<file path="config.mk">
export PLATFORM = sky130hd
export DESIGN_NAME = handshake_src_ctrl_flat
export DESIGN_NICKNAME = d
export VERILOG_FILES = /design/src/rtl/handshake_pkg.sv /design/src/rtl/handshake_src_ctrl_if.sv /design/src/rtl/sync_fifo.sv /design/src/rtl/handshake_src_ctrl.sv /design/src/flat_wrapper.sv
export SDC_FILE = /design/constraint.sdc
export NUM_CORES = 1
export LEC_CHECK = 0
export BUFFER_PORTS_ARGS = -buffer_cell sky130_fd_sc_hd__buf_2
export CORE_ASPECT_RATIO = 0.7
export CORE_MARGIN = 2
export CORE_UTILIZATION = 50
export CTS_BUF_LIST = sky130_fd_sc_hd__clkbuf_8
export CTS_CLUSTER_DIAMETER = 100
export CTS_CLUSTER_SIZE = 20
export DETAILED_ROUTE_END_ITERATION = 8
export PLACE_DENSITY = 0.75
export SYNTH_ARGS = -nofsm -noshare
export SYNTH_HDL_FRONTEND = slang
export SYNTH_SLANG_ARGS = --single-unit
export TNS_END_PERCENT = 5
</file>
<file path="constraint.sdc">
create_clock -name clk -period 5.7 [get_ports clk]
set_input_delay 0.285 -clock clk [delete_from_list [all_inputs] [get_ports clk]]
set_output_delay 0.285 -clock clk [all_outputs]
set_load 0.1 [all_outputs]
</file>
<file path="src/rtl/handshake_pkg.sv">
// handshake_pkg: shared types and constants for the handshake source controller
package handshake_pkg;
  localparam int DEF_WIDTH = 30;
  localparam int TX_CNT_W = 16;
  typedef enum logic [1:0] {IDLE, SEND, WAIT} state_t;
endpackage

</file>
<file path="src/rtl/handshake_src_ctrl_if.sv">
// handshake_src_ctrl_if: upstream stream, synchronizer request side and status of the source controller
interface handshake_src_ctrl_if
  import handshake_pkg::*;
#(
  parameter int WIDTH = DEF_WIDTH
);
  logic in_valid;
  logic in_ready;
  logic [WIDTH-1:0] in_data;
  logic sready;
  logic [WIDTH-1:0] din;
  logic sidle;
  logic busy;
  logic [TX_CNT_W-1:0] tx_count;
  logic timeout_err;
  modport master (
    input in_valid, in_data, sidle,
    output in_ready, sready, din, busy, tx_count, timeout_err
  );
  modport slave (
    output in_valid, in_data, sidle,
    input in_ready, sready, din, busy, tx_count, timeout_err
  );
endinterface

</file>
<file path="src/rtl/sync_fifo.sv">
// sync_fifo: single-clock FIFO with a combinational head and extra-MSB pointers
module sync_fifo #(
  parameter int WIDTH = 30,
  parameter int DEPTH = 4
) (
  input  logic clk,
  input  logic rst,
  input  logic push,
  input  logic [WIDTH-1:0] wdata,
  input  logic pop,
  output logic [WIDTH-1:0] rdata,
  output logic full,
  output logic empty
);
  localparam int AW = $clog2(DEPTH);
  logic [WIDTH-1:0] mem [DEPTH];
  logic [AW:0] wp, rp;
  logic do_push, do_pop;
  assign do_push = push && !full;
  assign do_pop = pop && !empty;
  always_ff @(posedge clk) begin
    if (do_push) mem[wp[AW-1:0]] <= wdata;
  end
  always_ff @(posedge clk) begin
    if (rst) begin
      wp <= '0;
      rp <= '0;
    end else begin
      wp <= do_push ? wp + 1'b1 : wp;
      rp <= do_pop ? rp + 1'b1 : rp;
    end
  end
  assign rdata = mem[rp[AW-1:0]];
  assign full = (wp[AW] != rp[AW]) && (wp[AW-1:0] == rp[AW-1:0]);
  assign empty = wp == rp;
endmodule

</file>
<file path="src/rtl/handshake_src_ctrl.sv">
// handshake_src_ctrl: queues an upstream word stream and offers it to the handshake synchronizer one word at a time
module handshake_src_ctrl
  import handshake_pkg::*;
#(
  parameter int WIDTH = DEF_WIDTH,
  parameter int DEPTH = 4,
  parameter int TIMEOUT = 255
) (
  input logic clk,
  input logic rst,
  handshake_src_ctrl_if.master bus
);
  localparam int CW = $clog2(TIMEOUT + 1);
  state_t state, state_nx;
  logic [CW-1:0] wcnt, wcnt_nx;
  logic [WIDTH-1:0] head, din;
  logic [TX_CNT_W-1:0] tx_cnt;
  logic full, empty, pop, done, sready, timeout_err;
  sync_fifo #(.WIDTH(WIDTH), .DEPTH(DEPTH)) u_fifo (
    .clk(clk),
    .rst(rst),
    .push(bus.in_valid && !full),
    .wdata(bus.in_data),
    .pop(pop),
    .rdata(head),
    .full(full),
    .empty(empty)
  );
  // wcnt is zero only on the first WAIT cycle, which masks sidle while sreq rises
  always_comb begin
    pop = state == IDLE && !empty && bus.sidle;
    done = state == WAIT && wcnt != '0 && bus.sidle;
    state_nx = pop ? SEND : state == SEND ? WAIT : done ? IDLE : state;
    wcnt_nx = state == SEND ? '0 : (state == WAIT && !done && wcnt != CW'(TIMEOUT)) ? wcnt + 1'b1 : wcnt;
  end
  always_ff @(posedge clk) begin
    if (rst) begin
      state <= IDLE;
      wcnt <= '0;
    end else begin
      state <= state_nx;
      wcnt <= wcnt_nx;
    end
  end
  always_ff @(posedge clk) begin
    if (rst) begin
      sready <= 1'b0;
      din <= '0;
      tx_cnt <= '0;
      timeout_err <= 1'b0;
    end else begin
      sready <= pop;
      din <= pop ? head : din;
      tx_cnt <= tx_cnt + TX_CNT_W'(done);
      timeout_err <= timeout_err || (state == WAIT && wcnt == CW'(TIMEOUT));
    end
  end
  assign bus.in_ready = !full;
  assign bus.sready = sready;
  assign bus.din = din;
  assign bus.busy = state != IDLE || !empty;
  assign bus.tx_count = tx_cnt;
  assign bus.timeout_err = timeout_err;
endmodule

</file>
<file path="src/flat_wrapper.sv">
// flat-port wrapper written by rule: the top's interface ports become plain ports
module handshake_src_ctrl_flat import handshake_pkg::*;
#(
  parameter int WIDTH = DEF_WIDTH,
  parameter int DEPTH = 4,
  parameter int TIMEOUT = 255
)
  (clk, rst, bus_in_valid, bus_in_data, bus_sidle, bus_in_ready, bus_sready, bus_din, bus_busy, bus_tx_count, bus_timeout_err);
  handshake_src_ctrl_if #(.WIDTH(WIDTH)) bus_i ();
  input logic clk;
  input logic rst;
  input wire logic [$bits(bus_i.in_valid)-1:0] bus_in_valid;
  input wire logic [$bits(bus_i.in_data)-1:0] bus_in_data;
  input wire logic [$bits(bus_i.sidle)-1:0] bus_sidle;
  output wire logic [$bits(bus_i.in_ready)-1:0] bus_in_ready;
  output wire logic [$bits(bus_i.sready)-1:0] bus_sready;
  output wire logic [$bits(bus_i.din)-1:0] bus_din;
  output wire logic [$bits(bus_i.busy)-1:0] bus_busy;
  output wire logic [$bits(bus_i.tx_count)-1:0] bus_tx_count;
  output wire logic [$bits(bus_i.timeout_err)-1:0] bus_timeout_err;
  assign bus_i.in_valid = bus_in_valid;
  assign bus_i.in_data = bus_in_data;
  assign bus_i.sidle = bus_sidle;
  assign bus_in_ready = bus_i.in_ready;
  assign bus_sready = bus_i.sready;
  assign bus_din = bus_i.din;
  assign bus_busy = bus_i.busy;
  assign bus_tx_count = bus_i.tx_count;
  assign bus_timeout_err = bus_i.timeout_err;
  handshake_src_ctrl #(.WIDTH(WIDTH), .DEPTH(DEPTH), .TIMEOUT(TIMEOUT)) u_core (.clk(clk), .rst(rst), .bus(bus_i));
endmodule
</file>
==> results by group, run 1 <==
Outcome
  • Status: finished, final reports clean

Die
  • Die ar.: 15,100 µm²
  • Die width: ~150 µm
  • Rows: 36
  • Initial core utilization: roughly half
  • Core box area: 13,800 µm²
  • Top Ports: 84
  • Die Ht: approximately 100 µm

Yosys
  • Seq/Total Area, Yosys: 69.4%
  • Yosys top cell by area: edfxtp_1
  • Post-synth ARST share: 0%
  • Post-Syn Area: slightly above 7000 µm²
  • Synthesized area per cell: around 15 µm²
  • Post-synth cell types: 44
  • Mapped Cells: about 480
  • Most used flip-flop cell after synthesis: edfxtp_1
  • FF+latch count, synth: around 180
  • Synthesis Warnings: 0
  • Top cells by area, synth: edfxtp_1 (51%), dfxtp_1 (18%), mux4_2 (9.6%)
  • Syn nets: between 500 and 600
  • Yosys top cell area share: 51.2%
  • Number of synthesized flops with an enable pin: 120

Clock tree
  • Post_cts resized: 0
  • Total CTS buffers: 17
  • CTS Root Cell: clkbuf_8
  • H-tree depth: 4
  • CTS clk-pin slew, worst paths: approximately 80 ps
  • Clock tree buffer depth: 2
  • CTS Sinks: about 180
  • CTS tree: done
  • CTS Hold Buffers Added: 0
  • Post-CTS setup buffer count: 0
  • Clk_lat worst skew: about 450 ps

Setup path
  • Critical-path cell list: xor2_1 > o31a_1 > and2_2
  • Crit-path max cell delay: approximately 920 ps
  • Critical path's slowest cell: dfxtp_2
  • Worst Setup End Kind: flop
  • Buf+Inv Stages, Crit Path: 0
  • Startpoint Class: flop
  • WS Path Type: reg2reg
  • Worst Path Required: between 5000 and 6000 ps
  • CP delay by family, top: flip-flops
  • Crit-path max FO: 33
  • Critical Path AT: around 3000 ps

Detailed routing
  • ANT nets after route: 0
  • Drt total wl: about 13 mm
  • DRC viols: 0
  • Wire per inst: around 18 µm
  • 1st-iter DRT viols: 235
  • Vias per cell: ~5.4
  • Via count: just over 4,000
  • Drt pass-1 iters: 5

GRT
  • First-pass GRT wire length: between 20 and 25 mm
  • Antenna violations before repair: 1
  • Gr ovfl total: 0
  • GR Util All Layers: between 10% and 20%
  • Vias in the first global route: between 3,000 and 4,000
  • Largest net degree at the start of global routing: 58

Timing
  • Tcrit/Tclk final: 50.9%
  • Fmax: 344 MHz
  • Worst Skew: roughly 15 ps
  • Worst slew pin tran: between 1000 and 1500 ps
  • Final Hold Fails: 0
  • Slew margin rel.: ~28%
  • Setup_tns: 0 ps
  • Max-slew violation count: 0
  • RSZ-0062 raised after global routing: false
  • Final Setup Violations: 0
  • Tmin final: slightly below 3000 ps

Power
  • Tot Pwr: 3.15 mW
  • Power density over the cells: around 390 nW/µm²
  • Max VDD drop: roughly 0.00026 V
  • P_leak: around 2.8 nW

Finish
  • Syn-to-layout area delta: 14.2%
  • Final non-filler cell total: about 770
  • Fillcell total: ~1,100
  • Antenna cells: 0
  • Finished Cell Area: 8040 µm²
  • Fin nets: 607
  • Layout cells sized above 1: a little over a quarter

Placed design
  • Final HPWL DP: ~8.7 mm
  • Placed Instance Area: roughly 7600 µm²
  • Port buffer count: 83
  • Placed Cells incl. Taps: around 740
  • GPL Wtd Cong: 0.754

Min path
  • Hold/Removal Path Class: in2reg

Job
  • Max Cap Viol: 0
## stage by stage
stage	hold slack, ps	util (%)	setup slack [ps]
after CTS	20.5	58.2	2730
final	47.2	58.2	2800
after global placement	440	55.2	2960
after detailed placement	444	55.2	2750
after global routing	24.9	58.2	2630
after floorplan	384	-	3160
## layer usage
layer  part of all wire, %  GRT usage, %
met2                    47          29.0
met3                   5.2          5.35
met4                  0.59          5.28
met1                    47          25.6
met5                     0             0
## path summary, 6_finish.rpt
kind | cells past startpoint | from | slack, ps | to
worst max register to register | 3 | u_core.u_fifo.rp[1] | 2800 | u_core.u_fifo.mem[2][3]
worst max-delay path | 3 | u_core.u_fifo.rp[1] | 2800 | u_core.u_fifo.mem[2][3]
worst min-delay path | 1 | bus_in_data[22] | 50 | u_core.u_fifo.mem[1][22]
worst min register to register | 2 | u_core.bus.din[16] | 450 | u_core.bus.din[16]
## placed cells by master (no fill, tap or decap), types with 2 or more instances in the layout
cell type  netlist  layout
or3_2            3       3
mux4_2          30      30
and3_1           3       3
a21oi_1         45      45
or3_1            6       6
xor2_1           7       7
buf_2            3      83
a211oi_1         2       2
or4_1            3       3
and2_2           0       4
o31a_1           2       2
buf_4            0       3
dfxtp_2          0       2
nor3_1           3       3
nand4_1          5       5
o31ai_1          3       3
clkbuf_8         1      19
nand2_1         69      69
o21ai_0          8       8
nor2b_1          2       2
clkinv_2         0       2
edfxtp_1       120     120
inv_1            9      15
nand3_1          9       9
dfxtp_1         64      62
bufinv_16        0       3
nor2_1          20      20
xnor2_1         10      10
clkinv_4         0       2
ha_1             9       9
nor4_1           5       5
## report_power, final
| part | internal [mW] | switching, mW |
|---|---|---|
| combinational | 0.190 | 0.538 |
| clock | 0.448 | 0.422 |
| sequential | 1.51 | 0.0428 |
## flip-flops by register name (all words and copies together), names as in the netlist
register                count
u_core.u_fifo.mem         120
u_core.u_fifo.wp            3
u_core.state                2
u_core.bus.din             30
u_core.bus.tx_count        16
u_core.bus.timeout_err      1
u_core.wcnt                 8
u_core.bus.sready           1
u_core.u_fifo.rp            3
## final cells by class
cell class / count / area [µm²] / share of cell area (%)
Clock inverter: 13 / 140 / 1.74
Timing Repair Buffer: 86 / 438 / 5.45
Multi-Input combinational cell: 266 / 2040 / 25.4
Clock buffer: 19 / 262 / 3.25
Sequential cell: 184 / 4890 / 60.8
Inverter: 9 / 33.8 / 0.420
Tap cell: 190 / 238 / 2.96
## logic make-up after synthesis
family / share of synthesized area [%]
AO/OA/AOI/OAI: 6.02
XOR/XNOR: 2.11
adder cells (fa/ha/maj): 1.60
buffers and inverters: 1.85
flip-flops: 69.4
multiplexers: 9.74
AND/OR/NAND/NOR: 9.33
## worst reg2reg max path, delay by kind of cell (launching register included)
kind / cells / cell delay [ps]
xor gates and xnor gates: 1 / 470
AOI/OAI and AO/OA: 1 / 380
DFF: 1 / 920
and+or+nand+nor: 1 / 730
## synth_stat cells (5+ instances only)
| library cell | number |
|---|---|
| clkbuf_1 | 18 |
| nand3_1 | 9 |
| o21ai_0 | 8 |
| a21oi_1 | 45 |
| nand2_1 | 69 |
| xnor2_1 | 10 |
| mux4_2 | 30 |
| dfxtp_1 | 64 |
| nor4_1 | 5 |
| xor2_1 | 7 |
| and2_1 | 5 |
| edfxtp_1 | 120 |
| nand4_1 | 5 |
| or3_1 | 6 |
| ha_1 | 9 |
| inv_1 | 9 |
| nor2_1 | 20 |
Note: power is estimated with default switching activity, not from simulation.
==> inputs of run 2 (changes only) <==
--- a/config.mk
+++ b/config.mk
@@ -13,7 +13,7 @@
 export CTS_CLUSTER_DIAMETER = 100
 export CTS_CLUSTER_SIZE = 20
 export DETAILED_ROUTE_END_ITERATION = 8
-export PLACE_DENSITY = 0.75
+export PLACE_DENSITY = 0.78
 export SYNTH_ARGS = -nofsm -noshare
 export SYNTH_HDL_FRONTEND = slang
 export SYNTH_SLANG_ARGS = --single-unit
==> constraint.sdc (replaced) <==
create_clock -name clk -period 2.4 [get_ports clk]
set_input_delay 0.12 -clock clk [delete_from_list [all_inputs] [get_ports clk]]
set_output_delay 0.12 -clock clk [all_outputs]
set_load 0.1 [all_outputs]
==> run 2 against run 1 <==
  * Count of clock-buffer cells in the layout shrank 2
  * Register-to-register slack lost 2800 ps
  * Clock skew grew 2.5 ps
  * Critical path type unchanged
  * Cell area grew 8.0%
  * Die area is the same
  * Clock power grew to 2.5 times the previous value
  * Setup slack lost 2800 ps
  * Sequential share of layout area shrank 4.4 points
  * First-iteration DRC count grew 34%
  * Routed wire length grew 8.7%
  * Global-route usage grew 0.82 points
  * Critical path depth grew 7
==> results by group, run 2 (same netlist as run 1, synthesis figures left out) <==
Outcome
  • Status: finished, final reports clean

Detailed routing
  • Drt pass-1 iters: 4
  • Via count: about 4,400
  • Wire per inst: between 15 and 20 µm
  • Vias per cell: ~5.4
  • DRC viols: 0
  • ANT nets after route: 0
  • 1st-iter DRT viols: about 320
  • Drt total wl: ~15 mm

Setup path
  • Critical-path cell list: inv_2 > ha_4 > or4b_4 > o41ai_4 > nor2_2 > ha_2 > nand3_2 > or3_4 > or4_4 > a21oi_2
  • Reg2Reg Setup Slack: 10 ps
  • Crit-path max FO: 4
  • RR Startpoint: u_core.wcnt[1]
  • WS Path Type: reg2reg
  • FF-to-FF End: u_core.bus.tx_count[15]
  • Critical Path AT: ~2800 ps
  • Critical path's slowest cell: or4_4
  • R2R depth: 10
  • Worst Setup End Kind: flop
  • Crit-path max cell delay: between 400 and 500 ps
  • Startpoint Class: flop
  • Worst Path Required: about 2800 ps

Die
  • Initial core utilization: slightly above 50%
  • Die Ht: approximately 100 µm
  • Top Ports: 84
  • Core box area: roughly 14,000 µm²
  • Die ar.: ~15,000 µm²
  • Die width: about 150 µm
  • Rows: 36

GRT
  • Vias in the first global route: 4,521
  • GR Util All Layers: roughly 19%
  • Gr ovfl total: 0
  • First-pass GRT wire length: 22.4 mm
  • Antenna violations before repair: 0
  • Largest net degree at the start of global routing: 33

Timing
  • Final hold slack: between 20 and 30 ps
  • Slew margin rel.: a little under three fifths
  • Worst slew pin tran: around 650 ps
  • Final Setup Violations: 0
  • Setup_tns: 0 ps
  • Final Hold Fails: 0
  • Final worst slack: ~14 ps
  • Tcrit/Tclk final: between 90 and 100%
  • RSZ-0062 raised after global routing: true
  • Tmin final: 2390 ps
  • Fmax: approximately 420 MHz
  • Max-slew violation count: 0
  • Worst Skew: ~17 ps

Job
  • Max Cap Viol: 0

Placed design
  • Port buffer count: between 80 and 90
  • Final HPWL DP: a little over 9 mm
  • GPL Wtd Cong: 0.778
  • Placed Cells incl. Taps: 753
  • Placed Instance Area: 7840 µm²
  • Pre-CTS setup slack: -170 ps

Finish
  • Antenna cells: 0
  • Syn-to-layout area delta: 23.3%
  • Fillcell total: 1,020
  • Leading cell type in the layout, fill and taps excluded: edfxtp_1
  • Fin nets: 660
  • Area of the multi-input gates: around 2100 µm²
  • Layout cells sized above 1: 31.7%
  • Most frequent cells in the layout: edfxtp_1 (120), buf_2 (81), nand2_1 (69)
  • Finished Cell Area: 8680 µm²
  • Seq. cell area: approximately 4900 µm²
  • Final Util: a little over three fifths
  • Max FFs per register: between 100 and 150
  • Final non-filler cell total: between 800 and 900

Min path
  • Hold/Removal Path Class: in2reg
  • Hold Crit Depth: 2
  • Hold_sp: rst
  • Hold EP: u_core.bus.tx_count[9]

Clock tree
  • CTS Sinks: 184
  • Clk_lat worst skew: 440 ps
  • CTS Root Cell: clkbuf_8
  • CTS tree: done
  • H-tree depth: 4
  • CTS clk-pin slew, worst paths: ~90 ps
  • Clock tree buffer depth: 2
  • Total CTS buffers: 17

Power
  • Max VDD drop: a little under 0.0007 V
  • Tot Pwr: approximately 7.8 mW
  • P_leak: 3.08 nW
  • Power density over the cells: just under 900 nW/µm²
==> run 2: routing by layer <==
metal | global-route usage (%) | vias up | share of wire, %
met5 | 0 | - | 0
met4 | 5.51 | 0 | 0.74
met3 | 4.47 | 12 | 4.8
li1 | - | 2074 | -
met1 | 25.7 | 2246 | 45
met2 | 32.5 | 116 | 49
==> run 2: how the worst max path moves through the flow <==
| stage | start | to | slack, ps | cells past startpoint |
|---|---|---|---|---|
| after floorplan | u_core.bus.tx_count[4] | u_core.bus.tx_count[15] | 10 | 4 |
| after global placement | u_core.wcnt[1] | u_core.bus.tx_count[8] | 50 | 10 |
| after detailed placement | u_core.wcnt[1] | u_core.bus.tx_count[15] | -170 | 10 |
| after CTS | u_core.wcnt[1] | u_core.bus.tx_count[15] | -50 | 10 |
| after global routing | u_core.wcnt[1] | u_core.bus.tx_count[7] | -90 | 10 |
| final | u_core.wcnt[1] | u_core.bus.tx_count[15] | 10 | 10 |
==> run 2: area by class of cell <==
cell class	count	share of cell area, %
tap	190	2.74
timing repair buffer	139	11.1
clock buffer	17	2.69
clock inverter	15	2.15
inverter	9	0.389
multi-input combinational	266	24.6
sequential	184	56.4
==> run 2: report_power, final <==
group          switching (mW)  internal (mW)  leakage [nW]
registers              0.0856           3.59          1.62
clock network            1.06           1.12         0.221
logic                    1.34          0.567          1.24
==> run 2: what timing repair did <==
| action | CTS | global route |
|---|---|---|
| buffers inserted | 1 | 4 |
| endpoints found under the hold margin | 120 | 0 |
| gates resized for setup | 7 | 13 |
| hold buffers | 30 | 0 |
| gates cloned | 0 | 0 |
| pin swaps | 3 | 7 |
| setup endpoints to repair | 8 | 12 |
==> run 2: critical path, delay by kind of cell (launching register included) <==
kind | cells | cell delay [ps]
and+or+nand+nor | 5 | 1290
adders and majority gates | 2 | 380
DFF | 1 | 360
AOI/OAI and AO/OA | 2 | 240
buffers and inverters | 1 | 50
==> inputs of run 3 (changes only) <==
==> constraint.sdc (replaced) <==
create_clock -name clk -period 2.1 [get_ports clk]
set_input_delay 0.105 -clock clk [delete_from_list [all_inputs] [get_ports clk]]
set_output_delay 0.105 -clock clk [all_outputs]
set_load 0.1 [all_outputs]
==> run 3 against run 2 <==
  * Die area unchanged
  * Via count grew 1.4%
  * Clock skew down 0.92 ps
  * Worst hold slack better by 13 ps
  * Critical path type unchanged
  * Sequential share of layout area fell by 0.53 points
  * The run now ends with setup timing left
  * Non-clock buffer count is 9 higher
  * Largest power group unchanged
  * Register-to-register slack worse by 210 ps
  * Highest routed layer unchanged
  * Clock power is essentially flat
==> results by group, run 3 (same netlist as run 1, synthesis figures left out) <==
Die
  • Die Ht: between 100 and 150 µm
  • Core box area: approximately 14,000 µm²
  • Die width: roughly 150 µm
  • Top Ports: 84
  • Die ar.: between 15,000 and 20,000 µm²
  • Rows: 36
  • Initial core utilization: about 51%

Clock tree
  • Clock tree buffer depth: 2
  • CTS clk-pin slew, worst paths: around 90 ps
  • CTS tree: done
  • CTS Sinks: 184
  • CTS Root Cell: clkbuf_8
  • Total CTS buffers: 17
  • Clk_lat worst skew: 450 ps
  • H-tree depth: 4

Detailed routing
  • Vias per cell: approximately 5.4
  • ANT nets after route: 0
  • Via count: 4,510
  • Drt total wl: roughly 15 mm
  • DRC viols: 0
  • Drt pass-1 iters: 5
  • 1st-iter DRT viols: about 280
  • Wire per inst: between 15 and 20 µm

Timing
  • Tmin final: between 2000 and 2500 ps
  • Fmax: roughly 440 MHz
  • Tcrit/Tclk final: 109%
  • RSZ-0062 raised after global routing: true
  • Setup_tns: -1810 ps
  • Max-slew violation count: 0
  • Slew margin rel.: roughly 60%
  • Worst Skew: approximately 16 ps
  • Final Hold Fails: 0
  • Final worst slack: -191 ps
  • Final Setup Violations: 16
  • Worst slew pin tran: 596 ps
  • Final hold slack: roughly 40 ps

Finish
  • Leading cell type in the layout, fill and taps excluded: edfxtp_1
  • Layout cells sized above 1: between 30% and 40%
  • Fin nets: roughly 670
  • Final non-filler cell total: 830
  • Seq. cell area: 4900 µm²
  • Max FFs per register: 120
  • Area of the multi-input gates: about 2200 µm²
  • Most frequent cells in the layout: edfxtp_1 (120), buf_2 (81), nand2_1 (68)
  • Fillcell total: between 1,000 and 1,500
  • Final Util: 63.5%
  • Syn-to-layout area delta: 24.6%

Outcome
  • Failing checks: setup timing
  • Status: finished, violations left

Power
  • Power density over the cells: 977 nW/µm²
  • P_leak: roughly 3.1 nW
  • Max VDD drop: ~0.00066 V
  • Tot Pwr: around 8.6 mW

GRT
  • Gr ovfl total: 0
  • Vias in the first global route: around 4,700
  • GR Util All Layers: between 20% and 30%
  • First-pass GRT wire length: 23.8 mm
  • Largest net degree at the start of global routing: 33
  • Antenna violations before repair: 1

Setup path
  • WS Path Type: reg2reg
  • Crit-path max cell delay: between 500 and 600 ps
  • Critical Path AT: 2680 ps
  • Crit-path max FO: 9
  • Worst Setup End Kind: flop
  • Critical-path cell list: inv_2 > ha_4 > or4b_4 > buf_4 > o41a_4 > or4_4 > a21oi_2
  • Critical path's slowest cell: or4_4
  • Startpoint Class: flop
  • Worst Path Required: 2490 ps

Job
  • Max Cap Viol: 0

Placed design
  • Placed Cells incl. Taps: 767
  • GPL Wtd Cong: 0.795
  • Final HPWL DP: 9.56 mm
  • Port buffer count: between 80 and 90

Min path
  • Hold/Removal Path Class: in2reg
==> run 3: cell types whose count changed in the layout (fill, tap and decap cells not counted), moves of 2 or more <==
cell,change
clkinvlp_4,+2
bufinv_16,-3
buf_12,+3
buf_4,+6
dfxtp_1,-5
dfxtp_2,+5
==> run 3: final cells by class <==
type | count | share of cell area, %
clock inverter | 14 | 1.27
clock buffer | 18 | 2.82
multi-input combinational | 266 | 24.8
antenna | 1 | 0.0285
timing repair buffer | 148 | 12.2
sequential | 184 | 55.8
inverter | 9 | 0.385
tap | 190 | 2.71
==> run 3: per-layer routing <==
| layer | up-vias | routed length [µm] | track usage (%) |
|---|---|---|---|
| met1 | 2241 | 6360 | 26.0 |
| met2 | 153 | 7480 | 36.9 |
| met3 | 20 | 839 | 5.04 |
| li1 | 2096 | - | - |
| met4 | 0 | 192 | 6.41 |
| met5 | - | 0 | 0 |
==> run 3: report_power, final <==
group	leakage, nW	switching [mW]	internal (mW)
Sequential	1.63	0.0981	4.10
Clock	0.186	1.22	0.956
Combinational	1.30	1.53	0.674
==> run 3: final timing paths <==
check | start | to | slack [ps] | cells past startpoint
setup / recovery | u_core.wcnt[0] | u_core.wcnt[5] | -190 | 7
hold / removal | rst | u_core.bus.timeout_err | 40 | 2
setup reg to reg | u_core.wcnt[0] | u_core.wcnt[5] | -190 | 7
hold reg to reg | u_core.bus.din[7] | u_core.bus.din[7] | 460 | 2
==> run 3: per-stage QoR <==
step	area (µm²)	worst slack [ps]
2_1_floorplan	7090	-196
3_3_place_gp	8020	-110
3_5_place_dp	8020	-201
4_1_cts	8710	-190
5_1_grt	8780	-246
6_report	8780	-191
==> run 3: worst max-delay path: cells and delay by family (launching register included) <==
kind,cells,cell delay [ps]
compound gates,2,540
fa+ha+maj,1,120
buf+inv,2,220
flops,1,340
simple gates,2,1010
==> run 3: what timing repair did <==
action                                 in CTS  in global routing
setup endpoints to repair                  20                 22
buffers inserted                            0                  0
pin swaps                                   6                  1
gates resized for setup                     8                 11
endpoints found under the hold margin     120                  0
gates cloned                                0                  0
hold buffers                               30                  0
